`config.mk`:
```
export PLATFORM = sky130hd
export DESIGN_NAME = program_writer_flat
export DESIGN_NICKNAME = d
export VERILOG_FILES = /design/src/rtl/program_writer_if.sv /design/src/rtl/program_writer.sv /design/src/flat_wrapper.sv
export SDC_FILE = /design/constraint.sdc
export NUM_CORES = 1
export LEC_CHECK = 0
export BUFFER_PORTS_ARGS = -buffer_cell sky130_fd_sc_hd__buf_4
export CORE_MARGIN = 2
export CORE_UTILIZATION = 50
export CTS_CLUSTER_SIZE = 40
export DETAILED_ROUTE_END_ITERATION = 7
export PLACE_DENSITY = 0.79
export SLEW_MARGIN = 25
export SYNTH_ARGS = -nofsm -noshare
export SYNTH_HDL_FRONTEND = slang
export SYNTH_SLANG_ARGS = --single-unit
```
`constraint.sdc`:
```
create_clock -name clk -period 2.2 [get_ports clk]
set_clock_uncertainty 0.05 [all_clocks]
set_input_delay 0.22 -clock clk [delete_from_list [all_inputs] [get_ports clk]]
set_output_delay 0.22 -clock clk [all_outputs]
set_load 0.01 [all_outputs]
```
`src/rtl/program_writer_if.sv`:
```
// rtl/program_writer_if.sv - host/program-memory bundle for program_writer (optional PROGRAM_WRITER_CHECKSUM_EN)
interface program_writer_if #(
    parameter int PC_WIDTH          = 8,
    parameter int PROGRAM_DataWidth = 16,
    parameter int NumOpCodeBits     = 5,
    parameter int SEL_WIDTH         = 2,
    parameter int DataWidth         = 8
) ();
    logic                         start;
    logic                         finish;
    logic                         in_valid;
    logic                         in_ready;
    logic [NumOpCodeBits-1:0]     in_opcode;
    logic [SEL_WIDTH-1:0]         in_op1;
    logic [SEL_WIDTH-1:0]         in_op2;
    logic [DataWidth-1:0]         in_literal;
    logic                         mem_we;
    logic [PC_WIDTH-1:0]          mem_addr;
    logic [PROGRAM_DataWidth-1:0] mem_wdata;
    logic [PC_WIDTH:0]            word_count;
    logic                         busy;
    logic                         done;
    logic                         full;
    logic                         err_illegal;
    logic                         cpu_hold;
`ifdef PROGRAM_WRITER_CHECKSUM_EN
    logic [PROGRAM_DataWidth-1:0] checksum;
`endif

    modport master (
        output start, finish, in_valid, in_opcode, in_op1, in_op2, in_literal,
        input  in_ready, mem_we, mem_addr, mem_wdata, word_count,
               busy, done, full, err_illegal, cpu_hold
`ifdef PROGRAM_WRITER_CHECKSUM_EN
        , checksum
`endif
    );

    modport slave (
        input  start, finish, in_valid, in_opcode, in_op1, in_op2, in_literal,
        output in_ready, mem_we, mem_addr, mem_wdata, word_count,
               busy, done, full, err_illegal, cpu_hold
`ifdef PROGRAM_WRITER_CHECKSUM_EN
        , checksum
`endif
    );
endinterface

```
`src/rtl/program_writer.sv`:
```
// rtl/program_writer.sv - instruction encoder and program-memory writer (optional PROGRAM_WRITER_CHECKSUM_EN)
module program_writer #(
    parameter int PC_WIDTH          = 8,
    parameter int PROGRAM_DataWidth = 16,
    parameter int NumOpCodeBits     = 5,
    parameter int SEL_WIDTH         = 2,
    parameter int DataWidth         = 8
) (
    input  logic             clk,
    input  logic             reset,
    program_writer_if.slave  bus
);
    localparam int OP1_LSB = 8;
    localparam int OP2_LSB = 3;
    localparam logic [PC_WIDTH-1:0] ADDR_LAST = '1;

    typedef enum logic [1:0] {S_IDLE, S_LOAD, S_WRITE, S_DONE} state_t;

    state_t                       state_q, state_d;
    logic [PC_WIDTH-1:0]          addr_q, addr_d;
    logic [PC_WIDTH:0]            count_q, count_d;
    logic [PROGRAM_DataWidth-1:0] word_q, word_d;
    logic                         err_q, err_d;
    logic                         full_q, full_d;
    logic                         pend_q, pend_d;
`ifdef PROGRAM_WRITER_CHECKSUM_EN
    logic [PROGRAM_DataWidth-1:0] csum_q, csum_d;
`endif

    function automatic logic opcode_legal(input logic [NumOpCodeBits-1:0] op);
        int unsigned v;
        v = 32'(op);
        return (v <= 32'd9) || (v inside {[32'd16:32'd18]});
    endfunction

    // Pack fields into the decoder's layout; opcode class decides which fields survive.
    function automatic logic [PROGRAM_DataWidth-1:0] encode(
        input logic [NumOpCodeBits-1:0] op,
        input logic [SEL_WIDTH-1:0]     op1,
        input logic [SEL_WIDTH-1:0]     op2,
        input logic [DataWidth-1:0]     lit
    );
        logic [PROGRAM_DataWidth-1:0] w;
        int unsigned                  v;
        v = 32'(op);
        w = '0;
        w[PROGRAM_DataWidth-1 -: NumOpCodeBits] = op;
        if (v inside {[32'd1:32'd6]}) begin
            w[OP1_LSB +: SEL_WIDTH] = op1;
            w[OP2_LSB +: SEL_WIDTH] = op2;
        end else if (v inside {[32'd7:32'd9]}) begin
            w[OP1_LSB +: SEL_WIDTH] = op1;
            w[DataWidth-1:0]        = lit;
        end else if (v inside {[32'd16:32'd18]}) begin
            w[DataWidth-1:0]        = lit;
        end
        return w;
    endfunction

    // State and datapath registers; reset aborts any write immediately.
    always_ff @(posedge clk or posedge reset) begin
        if (reset) begin
            state_q <= S_IDLE;
            addr_q  <= '0;
            count_q <= '0;
            word_q  <= '0;
            err_q   <= 1'b0;
            full_q  <= 1'b0;
            pend_q  <= 1'b0;
`ifdef PROGRAM_WRITER_CHECKSUM_EN
            csum_q  <= '0;
`endif
        end else begin
            state_q <= state_d;
            addr_q  <= addr_d;
            count_q <= count_d;
            word_q  <= word_d;
            err_q   <= err_d;
            full_q  <= full_d;
            pend_q  <= pend_d;
`ifdef PROGRAM_WRITER_CHECKSUM_EN
            csum_q  <= csum_d;
`endif
        end
    end

    // Next state: start restarts from any state, discarding a word not yet written.
    always_comb begin
        state_d = state_q;
        addr_d  = addr_q;
        count_d = count_q;
        word_d  = word_q;
        err_d   = err_q;
        full_d  = full_q;
        pend_d  = pend_q;
`ifdef PROGRAM_WRITER_CHECKSUM_EN
        csum_d  = csum_q;
`endif
        if (bus.start) begin
            state_d = S_LOAD;
            addr_d  = '0;
            count_d = '0;
            err_d   = 1'b0;
            full_d  = 1'b0;
            pend_d  = 1'b0;
`ifdef PROGRAM_WRITER_CHECKSUM_EN
            csum_d  = '0;
`endif
        end else begin
            case (state_q)
                S_LOAD: begin
                    if (bus.in_valid && opcode_legal(bus.in_opcode)) begin
                        word_d  = encode(bus.in_opcode, bus.in_op1, bus.in_op2, bus.in_literal);
                        pend_d  = bus.finish;
                        state_d = S_WRITE;
                    end else begin
                        if (bus.in_valid) err_d = 1'b1;
                        if (bus.finish) state_d = S_DONE;
                    end
                end
                S_WRITE: begin
                    addr_d  = addr_q + 1'b1;
                    count_d = count_q + 1'b1;
                    pend_d  = 1'b0;
`ifdef PROGRAM_WRITER_CHECKSUM_EN
                    csum_d  = csum_q ^ word_q;
`endif
                    if (addr_q == ADDR_LAST) begin
                        full_d  = 1'b1;
                        state_d = S_DONE;
                    end else if (pend_q || bus.finish) begin
                        state_d = S_DONE;
                    end else begin
                        state_d = S_LOAD;
                    end
                end
                default: ;
            endcase
        end
    end

    assign bus.in_ready    = (state_q == S_LOAD);
    assign bus.mem_we      = (state_q == S_WRITE) && !bus.start;
    assign bus.mem_addr    = addr_q;
    assign bus.mem_wdata   = word_q;
    assign bus.word_count  = count_q;
    assign bus.busy        = (state_q == S_LOAD) || (state_q == S_WRITE);
    assign bus.done        = (state_q == S_DONE);
    assign bus.cpu_hold    = (state_q != S_DONE);
    assign bus.full        = full_q;
    assign bus.err_illegal = err_q;
`ifdef PROGRAM_WRITER_CHECKSUM_EN
    assign bus.checksum    = csum_q;
`endif
endmodule

```
`src/flat_wrapper.sv`:
```
// flat-port wrapper written by rule: the top's interface ports become plain ports
module program_writer_flat 
#(
    parameter int PC_WIDTH          = 8,
    parameter int PROGRAM_DataWidth = 16,
    parameter int NumOpCodeBits     = 5,
    parameter int SEL_WIDTH         = 2,
    parameter int DataWidth         = 8
)
  (clk, reset, bus_start, bus_finish, bus_in_valid, bus_in_opcode, bus_in_op1, bus_in_op2, bus_in_literal, bus_in_ready, bus_mem_we, bus_mem_addr, bus_mem_wdata, bus_word_count, bus_busy, bus_done, bus_full, bus_err_illegal, bus_cpu_hold);
  program_writer_if #(.PC_WIDTH(PC_WIDTH), .PROGRAM_DataWidth(PROGRAM_DataWidth), .NumOpCodeBits(NumOpCodeBits), .SEL_WIDTH(SEL_WIDTH), .DataWidth(DataWidth)) bus_i ();
  input  logic clk;
  input  logic reset;
  input wire logic [$bits(bus_i.start)-1:0] bus_start;
  input wire logic [$bits(bus_i.finish)-1:0] bus_finish;
  input wire logic [$bits(bus_i.in_valid)-1:0] bus_in_valid;
  input wire logic [$bits(bus_i.in_opcode)-1:0] bus_in_opcode;
  input wire logic [$bits(bus_i.in_op1)-1:0] bus_in_op1;
  input wire logic [$bits(bus_i.in_op2)-1:0] bus_in_op2;
  input wire logic [$bits(bus_i.in_literal)-1:0] bus_in_literal;
  output wire logic [$bits(bus_i.in_ready)-1:0] bus_in_ready;
  output wire logic [$bits(bus_i.mem_we)-1:0] bus_mem_we;
  output wire logic [$bits(bus_i.mem_addr)-1:0] bus_mem_addr;
  output wire logic [$bits(bus_i.mem_wdata)-1:0] bus_mem_wdata;
  output wire logic [$bits(bus_i.word_count)-1:0] bus_word_count;
  output wire logic [$bits(bus_i.busy)-1:0] bus_busy;
  output wire logic [$bits(bus_i.done)-1:0] bus_done;
  output wire logic [$bits(bus_i.full)-1:0] bus_full;
  output wire logic [$bits(bus_i.err_illegal)-1:0] bus_err_illegal;
  output wire logic [$bits(bus_i.cpu_hold)-1:0] bus_cpu_hold;
  assign bus_i.start = bus_start;
  assign bus_i.finish = bus_finish;
  assign bus_i.in_valid = bus_in_valid;
  assign bus_i.in_opcode = bus_in_opcode;
  assign bus_i.in_op1 = bus_in_op1;
  assign bus_i.in_op2 = bus_in_op2;
  assign bus_i.in_literal = bus_in_literal;
  assign bus_in_ready = bus_i.in_ready;
  assign bus_mem_we = bus_i.mem_we;
  assign bus_mem_addr = bus_i.mem_addr;
  assign bus_mem_wdata = bus_i.mem_wdata;
  assign bus_word_count = bus_i.word_count;
  assign bus_busy = bus_i.busy;
  assign bus_done = bus_i.done;
  assign bus_full = bus_i.full;
  assign bus_err_illegal = bus_i.err_illegal;
  assign bus_cpu_hold = bus_i.cpu_hold;
  program_writer #(.PC_WIDTH(PC_WIDTH), .PROGRAM_DataWidth(PROGRAM_DataWidth), .NumOpCodeBits(NumOpCodeBits), .SEL_WIDTH(SEL_WIDTH), .DataWidth(DataWidth)) u_core (.clk(clk), .reset(reset), .bus(bus_i));
endmodule
```
==> impl_metrics.yaml, run 1 <==
detailed_routing:
  ant_nets: 0
  route.top_layer_used: "met4"
  wl_per_cell_um: 13.7
  drtIter0Drc: 75
  drc: 0
  vias_per_cell: 5.46
  dr.pass1.iters: 4
  routed_wl_um: 3890
  met2WireLength_um: 1960
  wl_met1_um: 1690
  routed-via-count: 1546
  met3_length_um: 189
synth:
  synth_compound_area_frac: 0.130
  syn_nets: 203
  synth_seq_area_share: 0.505
  synth_simple_gate_area_frac: 0.183
  post_synth.cell_area_avg_um2: 10.4
  muxShareOfSynthArea: 0.0416
  synth_fa_ha_area_frac: 0.0341
  netlist_instances: 176
  yosysWarnings: 0
  synth_seq_cells: 37
  synth-main-ff-cell: "dfrtp_1"
  synth-edff-count: 0
  synthTopCellsByArea: "dfrtp_1 51%, nor2_1 4.1%, ha_1 3.4%"
  synth_top_family_by_area: "simple AND/OR/NAND/NOR gates"
  yosysTopAreaCellShare: 0.505
  yosysTopAreaCell: "dfrtp_1"
  synth_xor_area_frac: 0.0573
  async_reset_ff_frac: 1.00
  synth_area_mm2: 0.00183
  synth_cell_types: 43
floorplanning:
  row_count: 21
  initial_core_util: 0.537
  ios: 62
  die-area_mm2: 0.00417
  coreArea_mm2: 0.00342
  dieHeight_um: 64.5
  die_x_um: 64.5
global_route:
  grt_max_degree: 38
  grt_pass1_wl_um: 6540
  grt-ovfl-total: 0
  grtUsageTotal: 0.202
  antenna_found_initial: 0
  grt_pass1_vias: 1474
power:
  ir_drop_v: 0.000456
  p_comb_frac: 0.287
  p_int_mw: 1.14
  cellPowerDensity_mw_per_mm2: 682
  leakage_nw: 1.14
  clockPowerShare: 0.197
  sw_frac_of_total: 0.292
  p_sw_mw: 0.470
  sequentialPowerShare: 0.517
clock_tree:
  insertion_delay_ns: 0.33
  cts_buffer_depth: 2
  cts_root_buf: "clkbuf_4"
  cts_tree: "yes"
  htree_levels: 2
  cts.clk_slew.worst_paths_ns: 0.11
  clock-sinks: 37
  cts_made_buffers: 5
run_status:
  status: "complete, no violations"
cells_and_area:
  register_area_um2: 926
  fillers: 284
  drive_gt1_frac: 0.333
  multi_input_area_um2: 821
  n_antenna_cell: 0
  syn2layout_area_growth_pct: 28.9
  final_core_util: 0.692
  num-nets-final: 265
critical_path:
  startpoint_type: "flop"
  worstSetupPathType: "reg2reg"
  crit_fanout: 13
  path_cells: "ha_1 -> and3b_1 -> a22oi_1 -> buf_4 -> mux2_2"
  max_stage_delay_ns: 0.43
  cp.arrival_ns: 2.22
  worstPathRequired_ns: 2.37
  worstSetupEndpointType: "flop"
  crit_path_top_delay_cell: "dfrtp_1"
sta:
  hold_violations: 0
  period_share: 0.934
  tns_ns: 0
  rsz0062_at_grt: "false"
  maxSlewViolCount: 0
  fmax_mhz: 487
  finalSetupViolations: 0
  fin_crit_ns: 2.05
placed_design:
  io_buffers: 60
  place_congestion: 0.801
  dp_hpwl_um: 2890
job:
  cap_violations: 0
min_path:
  hp-class: "in2reg"
## cell type report
cell class | count | area share
Clock buffer | 5 | 0.0159
Clock inverter | 1 | 0.00212
Inverter | 7 | 0.0111
Multi-Input combinational cell | 122 | 0.347
Sequential cell | 37 | 0.392
Tap cell | 46 | 0.0244
Timing Repair Buffer | 65 | 0.208
## cells in the mapped netlist (2+ instances only)
library cell	instances
dfrtp_1	37
nor2_1	20
a21oi_1	10
nand2_1	10
inv_1	7
xor2_1	7
a32o_1	6
nand3_1	6
ha_1	5
mux2_2	5
nand4_1	5
xnor2_1	5
nor2b_1	4
o21ai_0	4
and3_1	3
buf_2	3
buf_4	3
clkbuf_1	3
nor3_1	3
or3_1	3
a22o_1	2
a22oi_1	2
mux2i_1	2
nor4_1	2
## cell usage in the layout (no fill, tap or decap), types with 2 or more instances in the layout
cell type,Yosys,final
nand4_1,5,5
buf_4,3,64
nand2_1,10,10
and3_1,3,3
dfrtp_1,37,37
a22oi_1,2,2
mux2i_1,2,2
a21oi_1,10,10
a32o_1,6,6
xnor2_1,5,5
nor2_1,20,20
a22o_1,2,2
nor3_1,3,3
o21ai_0,4,4
ha_1,5,5
nand3_1,6,6
nor4_1,2,2
nor2b_1,4,4
clkbuf_4,0,5
or3_1,3,3
xor2_1,7,7
inv_1,7,7
mux2_2,5,5
## repair_timing
item	4_1_cts	5_1_grt
gates resized for setup	0	0
setup buffers	0	0
hold endpoints to repair	37	0
hold buffers	1	0
## state kept, by name (all words and copies together), names as in the netlist
register,flops
u_core.bus.err_illegal,1
u_core.bus.full,1
u_core.bus.mem_addr,8
u_core.bus.mem_wdata,15
u_core.bus.word_count,9
u_core.pend_q,1
u_core.state_q,2
## metal layers
metal	GRT usage	up-vias
li1	-	745
met1	0.246	760
met2	0.352	36
met3	0.0486	5
met4	0.0665	0
met5	0	-
## worst paths after layout
check | from | endpoint | slack (ns) | cells after the start
setup / recovery | u_core.state_q[0] | u_core.bus.mem_wdata[15] | 0.15 | 5
hold / removal | bus_in_op1[1] | u_core.bus.mem_wdata[9] | 0.05 | 2
setup reg to reg | u_core.state_q[0] | u_core.bus.mem_wdata[15] | 0.15 | 5
hold reg to reg | u_core.bus.mem_wdata[7] | u_core.bus.mem_wdata[7] | 0.46 | 1
max in group asynchronous | reset | u_core.bus.mem_addr[7] | 1.28 | 4
min in group asynchronous | reset | u_core.bus.mem_wdata[14] | 0.49 | 4
## metrics by stage
step | cells | hold WS, ns | cell area (um^2) | worst slack [ns] | total power [mW]
after floorplan | 176 | 0.303 | 1830 | 0.287 | 1.07
after global placement | 276 | 0.308 | 2310 | 0.262 | 1.30
after detailed placement | 276 | 0.312 | 2310 | 0.201 | 1.31
after CTS | 283 | 0.0372 | 2360 | 0.168 | 1.63
after global routing | 283 | 0.0277 | 2360 | 0.0589 | 1.71
final | 283 | 0.0468 | 2360 | 0.146 | 1.61
## worst max-delay path: cells and delay by family, from the launching register on
family / cells / cell delay [ns]
flops: 1 / 0.43
mux: 1 / 0.35
compound gates: 1 / 0.25
fa+ha+maj: 1 / 0.31
buf+inv: 1 / 0.24
simple gates: 1 / 0.31
## power by group through the flow
| stage | clock, mW | sequential [mW] | combinational, mW |
|---|---|---|---|
| finish | 0.317 | 0.832 | 0.462 |
| CTS | 0.329 | 0.833 | 0.470 |
| floorplan | 0 | 0.884 | 0.190 |
| detailed placement | 0 | 0.847 | 0.467 |
| global route | 0.356 | 0.845 | 0.505 |
| global placement | 0 | 0.846 | 0.459 |
## logic make-up after synthesis
| family | after synthesis |
|---|---|
| xor+xnor | 12 |
| compound gates | 33 |
| flops | 37 |
| mux | 7 |
| other cells | 1 |
| buf+inv | 17 |
| fa+ha+maj | 5 |
| simple gates | 64 |
No activity file was read; power rests on OpenSTA's default activity.
==> run 2, diff against run 1 <==
CORE_UTILIZATION = 40   (was 50)
PLACE_DENSITY = 0.68   (was 0.79)
clock period = 1.8 ns   (was 2.2 ns; I/O delays follow)
==> impl_metrics.yaml, run 2 (synthesis results as in run 1) <==
placed_design:
  pre_cts_slack_ns: 0.0338
  dp_hpwl_um: 2920
  place_congestion: 0.762
  io_buffers: 60
global_route:
  grtUsageTotal: 0.161
  antenna_found_initial: 0
  grt_max_degree: 38
  grt-ovfl-total: 0
  grt_pass1_vias: 1451
  grt_pass1_wl_um: 6570
cells_and_area:
  largest_register_ff_count: 15
  syn2layout_area_growth_pct: 36.9
  mostFrequentLayoutCells: "70 x buf_4, 37 x dfrtp_1, 20 x nor2_1, 10 x nand2_1, 10 x a21oi_1"
  multi_input_area_um2: 838
  final_core_util: 0.572
  drive_gt1_frac: 0.368
  register_area_um2: 926
  num-nets-final: 273
  fillers: 395
  n_antenna_cell: 0
  final_common_cell: "buf_4"
clock_tree:
  insertion_delay_ns: 0.29
  cts.clk_slew.worst_paths_ns: 0.07
  cts_made_buffers: 5
  htree_levels: 2
  cts_buffer_depth: 2
  cts_tree: "yes"
  clock-sinks: 37
  cts_root_buf: "clkbuf_8"
power:
  cellPowerDensity_mw_per_mm2: 898
  leakage_nw: 1.21
  finalPower_mw: 2.25
  ir_drop_v: 0.000421
detailed_routing:
  vias_per_cell: 5.06
  dr.pass1.iters: 4
  routed-via-count: 1512
  routed_wl_um: 3980
  ant_nets: 0
  drtIter0Drc: 52
  drc: 0
  wl_per_cell_um: 13.3
critical_path:
  startpoint_type: "flop"
  worstSetupEndpointType: "flop"
  worstSetupPathType: "reg2reg"
  worstPathRequired_ns: 1.93
  crit_fanout: 5
  reg2reg_depth: 5
  cp.arrival_ns: 1.88
floorplanning:
  dieHeight_um: 71.7
  coreArea_mm2: 0.00438
  die-area_mm2: 0.00514
  row_count: 24
  initial_core_util: 0.418
  ios: 62
  die_x_um: 71.7
job:
  cap_violations: 0
sta:
  fmax_mhz: 571
  period_share: 0.973
  finalSetupViolations: 0
  hold_violations: 0
  fin_crit_ns: 1.75
  maxSlewViolCount: 0
  whs_ns: 0.0584
  setup_ws_ns: 0.0491
run_status:
  status: "complete, no violations"
min_path:
  hp-class: "in2reg"
  worstHoldPathCells: 2
## run 2: cell types whose count changed in the layout (fill, tap and decap cells not counted)
cell,before,now
clkbuf_8,0,7
buf_4,64,70
clkbuf_4,5,0
a22oi_1,2,1
a22oi_2,0,1
buf_2,0,1
buf_6,0,1
ha_1,5,4
ha_4,0,1
## run 2: timing repair
| item | CTS | global route |
|---|---|---|
| endpoints found under the setup margin | 0 | 11 |
| gates resized for setup | 0 | 3 |
| hold buffers | 1 | 0 |
| endpoints found under the hold margin | 37 | 0 |
| buffers inserted | 0 | 1 |
## run 2: final cells by class
class,instances,area share
timing repair buffer,73,0.220
clock buffer,7,0.0384
multi-input combinational,122,0.334
sequential,37,0.369
tap,52,0.0259
clock inverter,1,0.00200
inverter,7,0.0105
## run 2: metrics by stage
stage	TNS, ns	instances	cell area (um^2)
after detailed placement	0	288	2380
after global placement	0	288	2380
after global routing	-0.0564	299	2510
final	0	299	2510
after CTS	0	297	2490
after floorplan	0	176	1850
## run 2: worst max-delay path: stages (launching register included)
cell	delay, ns
dfrtp_1	0.45
ha_4	0.20
and4bb_2	0.23
a22oi_2	0.21
buf_4	0.17
mux2_2	0.32
## run 2: where the power goes
group | switching, mW | total [mW] | internal [mW]
sequential | 0.0702 | 1.02 | 0.950
clock | 0.296 | 0.642 | 0.346
combinational | 0.258 | 0.592 | 0.333
## run 2: layer usage
metal  up-vias  share of wire  wire length, um  global-route usage
met5         -              0                0                   0
met4         0          0.011               42              0.0503
met1       712           0.45             1800               0.208
li1        761              -                -                   -
met3         5          0.047              187              0.0436
met2        34           0.49             1940               0.265
## run 2: worst paths after layout
path | from | endpoint | slack (ns)
max | u_core.state_q[0] | u_core.bus.mem_wdata[15] | 0.05
min | bus_in_op1[1] | u_core.bus.mem_wdata[9] | 0.06
max reg2reg | u_core.state_q[0] | u_core.bus.mem_wdata[15] | 0.05
min reg2reg | u_core.bus.mem_wdata[5] | u_core.bus.mem_wdata[5] | 0.44
max in group asynchronous | reset | u_core.bus.mem_addr[1] | 0.86
min in group asynchronous | reset | u_core.bus.word_count[8] | 0.51
==> run 3, diff against run 2 <==
CORE_UTILIZATION = 45   (was 40)
PLACE_DENSITY = 0.76   (was 0.68)
==> impl_metrics.yaml, run 3 (synthesis results as in run 1) <==
run_status:
  status: "complete, no violations"
detailed_routing:
  dr.pass1.iters: 4
  drtIter0Drc: 99
  drc: 0
  vias_per_cell: 5.15
  routed-via-count: 1520
  wl_per_cell_um: 13.4
  ant_nets: 0
  routed_wl_um: 3960
floorplanning:
  die_x_um: 67.8
  dieHeight_um: 67.8
  die-area_mm2: 0.00460
  initial_core_util: 0.462
  ios: 62
  coreArea_mm2: 0.00397
  row_count: 23
job:
  cap_violations: 0
global_route:
  grt-ovfl-total: 0
  grt_max_degree: 38
  grtUsageTotal: 0.171
  top_usage_layer: "met2"
  use_met1: 0.228
  grt_pass1_vias: 1289
  use_met2: 0.261
  grt_pass1_wl_um: 5750
  grt_util_met3: 0.0493
  antenna_found_initial: 0
clock_tree:
  cts_made_buffers: 5
  cts_tree: "yes"
  clock-sinks: 37
  insertion_delay_ns: 0.29
  cts.clk_slew.worst_paths_ns: 0.07
  cts_root_buf: "clkbuf_8"
  htree_levels: 2
  cts_buffer_depth: 2
critical_path:
  crit_fanout: 7
  worstPathRequired_ns: 1.92
  crit_path_top_delay_cell: "dfrtp_1"
  max_stage_delay_ns: 0.37
  path_cells: "inv_1 -> ha_4 -> and4bb_2 -> a22oi_2 -> buf_4 -> mux2_2"
  worstSetupPathType: "reg2reg"
  crit_family: "flip-flops"
  cp.buffers_inverters: 2
  startpoint_type: "flop"
  worstSetupEndpointType: "flop"
  cp.arrival_ns: 1.86
cells_and_area:
  n_antenna_cell: 0
  drive_gt1_frac: 0.359
  fillers: 350
  final_core_util: 0.623
  syn2layout_area_growth_pct: 35.0
  num-nets-final: 271
  register_area_um2: 926
  final_common_cell: "buf_4"
  mostFrequentLayoutCells: "69 x buf_4, 37 x dfrtp_1, 20 x nor2_1, 10 x nand2_1, 10 x a21oi_1"
  largest_register_ff_count: 15
  final_cell_area_mm2: 0.00247
  multi_input_area_um2: 838
placed_design:
  dpl_cell_area_mm2: 0.00237
  dp_hpwl_um: 2840
  place_congestion: 0.782
  pre_cts_slack_ns: 0.0216
  io_buffers: 60
sta:
  tns_ns: 0
  rsz0062_at_grt: "false"
  maxSlewViolCount: 0
  setup_ws_ns: 0.0637
  fin_crit_ns: 1.74
  hold_violations: 0
  finalSetupViolations: 0
  period_share: 0.965
  fmax_mhz: 576
power:
  cellPowerDensity_mw_per_mm2: 874
  ir_drop_v: 0.000417
  leakage_nw: 1.19
min_path:
  hp-class: "in2reg"
[run 3: cell types whose count changed in the layout (fill, tap and decap cells not counted)]
| cell | change |
|---|---|
| clkbuf_1 | +1 |
| clkbuf_8 | -2 |
| buf_2 | -1 |
| buf_4 | -1 |
| clkinv_2 | +1 |
[run 3: layout make-up]
cell class / count / area share
clock buffer: 6 / 0.0293
clock inverter: 2 / 0.00404
inverter: 7 / 0.0106
multi-input combinational: 122 / 0.339
sequential: 37 / 0.374
tap: 50 / 0.0253
timing repair buffer: 71 / 0.218
[run 3: what timing repair did]
item | 4_1_cts | 5_1_grt
setup endpoints to repair | 0 | 6
buffers inserted | 0 | 1
endpoints found under the hold margin | 37 | 0
hold buffers | 1 | 0
resized for setup | 0 | 2
[run 3: path summary, 6_finish.rpt]
check / from / endpoint / slack, ns / cells after the start
worst max-delay path: u_core.state_q[1] / u_core.bus.mem_wdata[14] / 0.06 / 6
worst min-delay path: bus_in_op1[1] / u_core.bus.mem_wdata[9] / 0.06 / 2
worst max register to register: u_core.state_q[1] / u_core.bus.mem_wdata[14] / 0.06 / 6
worst min register to register: u_core.bus.mem_wdata[5] / u_core.bus.mem_wdata[5] / 0.44 / 1
max in group asynchronous: reset / u_core.bus.full / 0.86 / 4
min in group asynchronous: reset / u_core.bus.word_count[8] / 0.50 / 4
[run 3: per-stage QoR]
step                      total power [mW]  hold WS [ns]  instances
after floorplan                       1.32         0.263        176
after global placement                1.61         0.270        285
after detailed placement              1.63         0.279        285
after CTS                             2.19        0.0585        294
after global routing                  2.29        0.0507        295
final                                 2.16        0.0634        295
[run 3: layer usage]
metal | routed length (um) | vias to the layer above
li1 | - | 758
met1 | 1830 | 728
met2 | 1890 | 32
met3 | 196 | 2
met4 | 42 | 0
met5 | 0 | -
[run 3: report_power, final]
group | leakage (nW) | internal [mW] | switching (mW) | total [mW]
registers | 0.487 | 0.950 | 0.0683 | 1.02
clock network | 0.0450 | 0.268 | 0.285 | 0.553
logic | 0.661 | 0.329 | 0.264 | 0.592
[run 3: worst reg2reg max path, stage by stage (launching register included)]
cell	delay, ns
dfrtp_1	0.37
inv_1	0.09
ha_4	0.18
and4bb_2	0.23
a22oi_2	0.16
buf_4	0.19
mux2_2	0.35
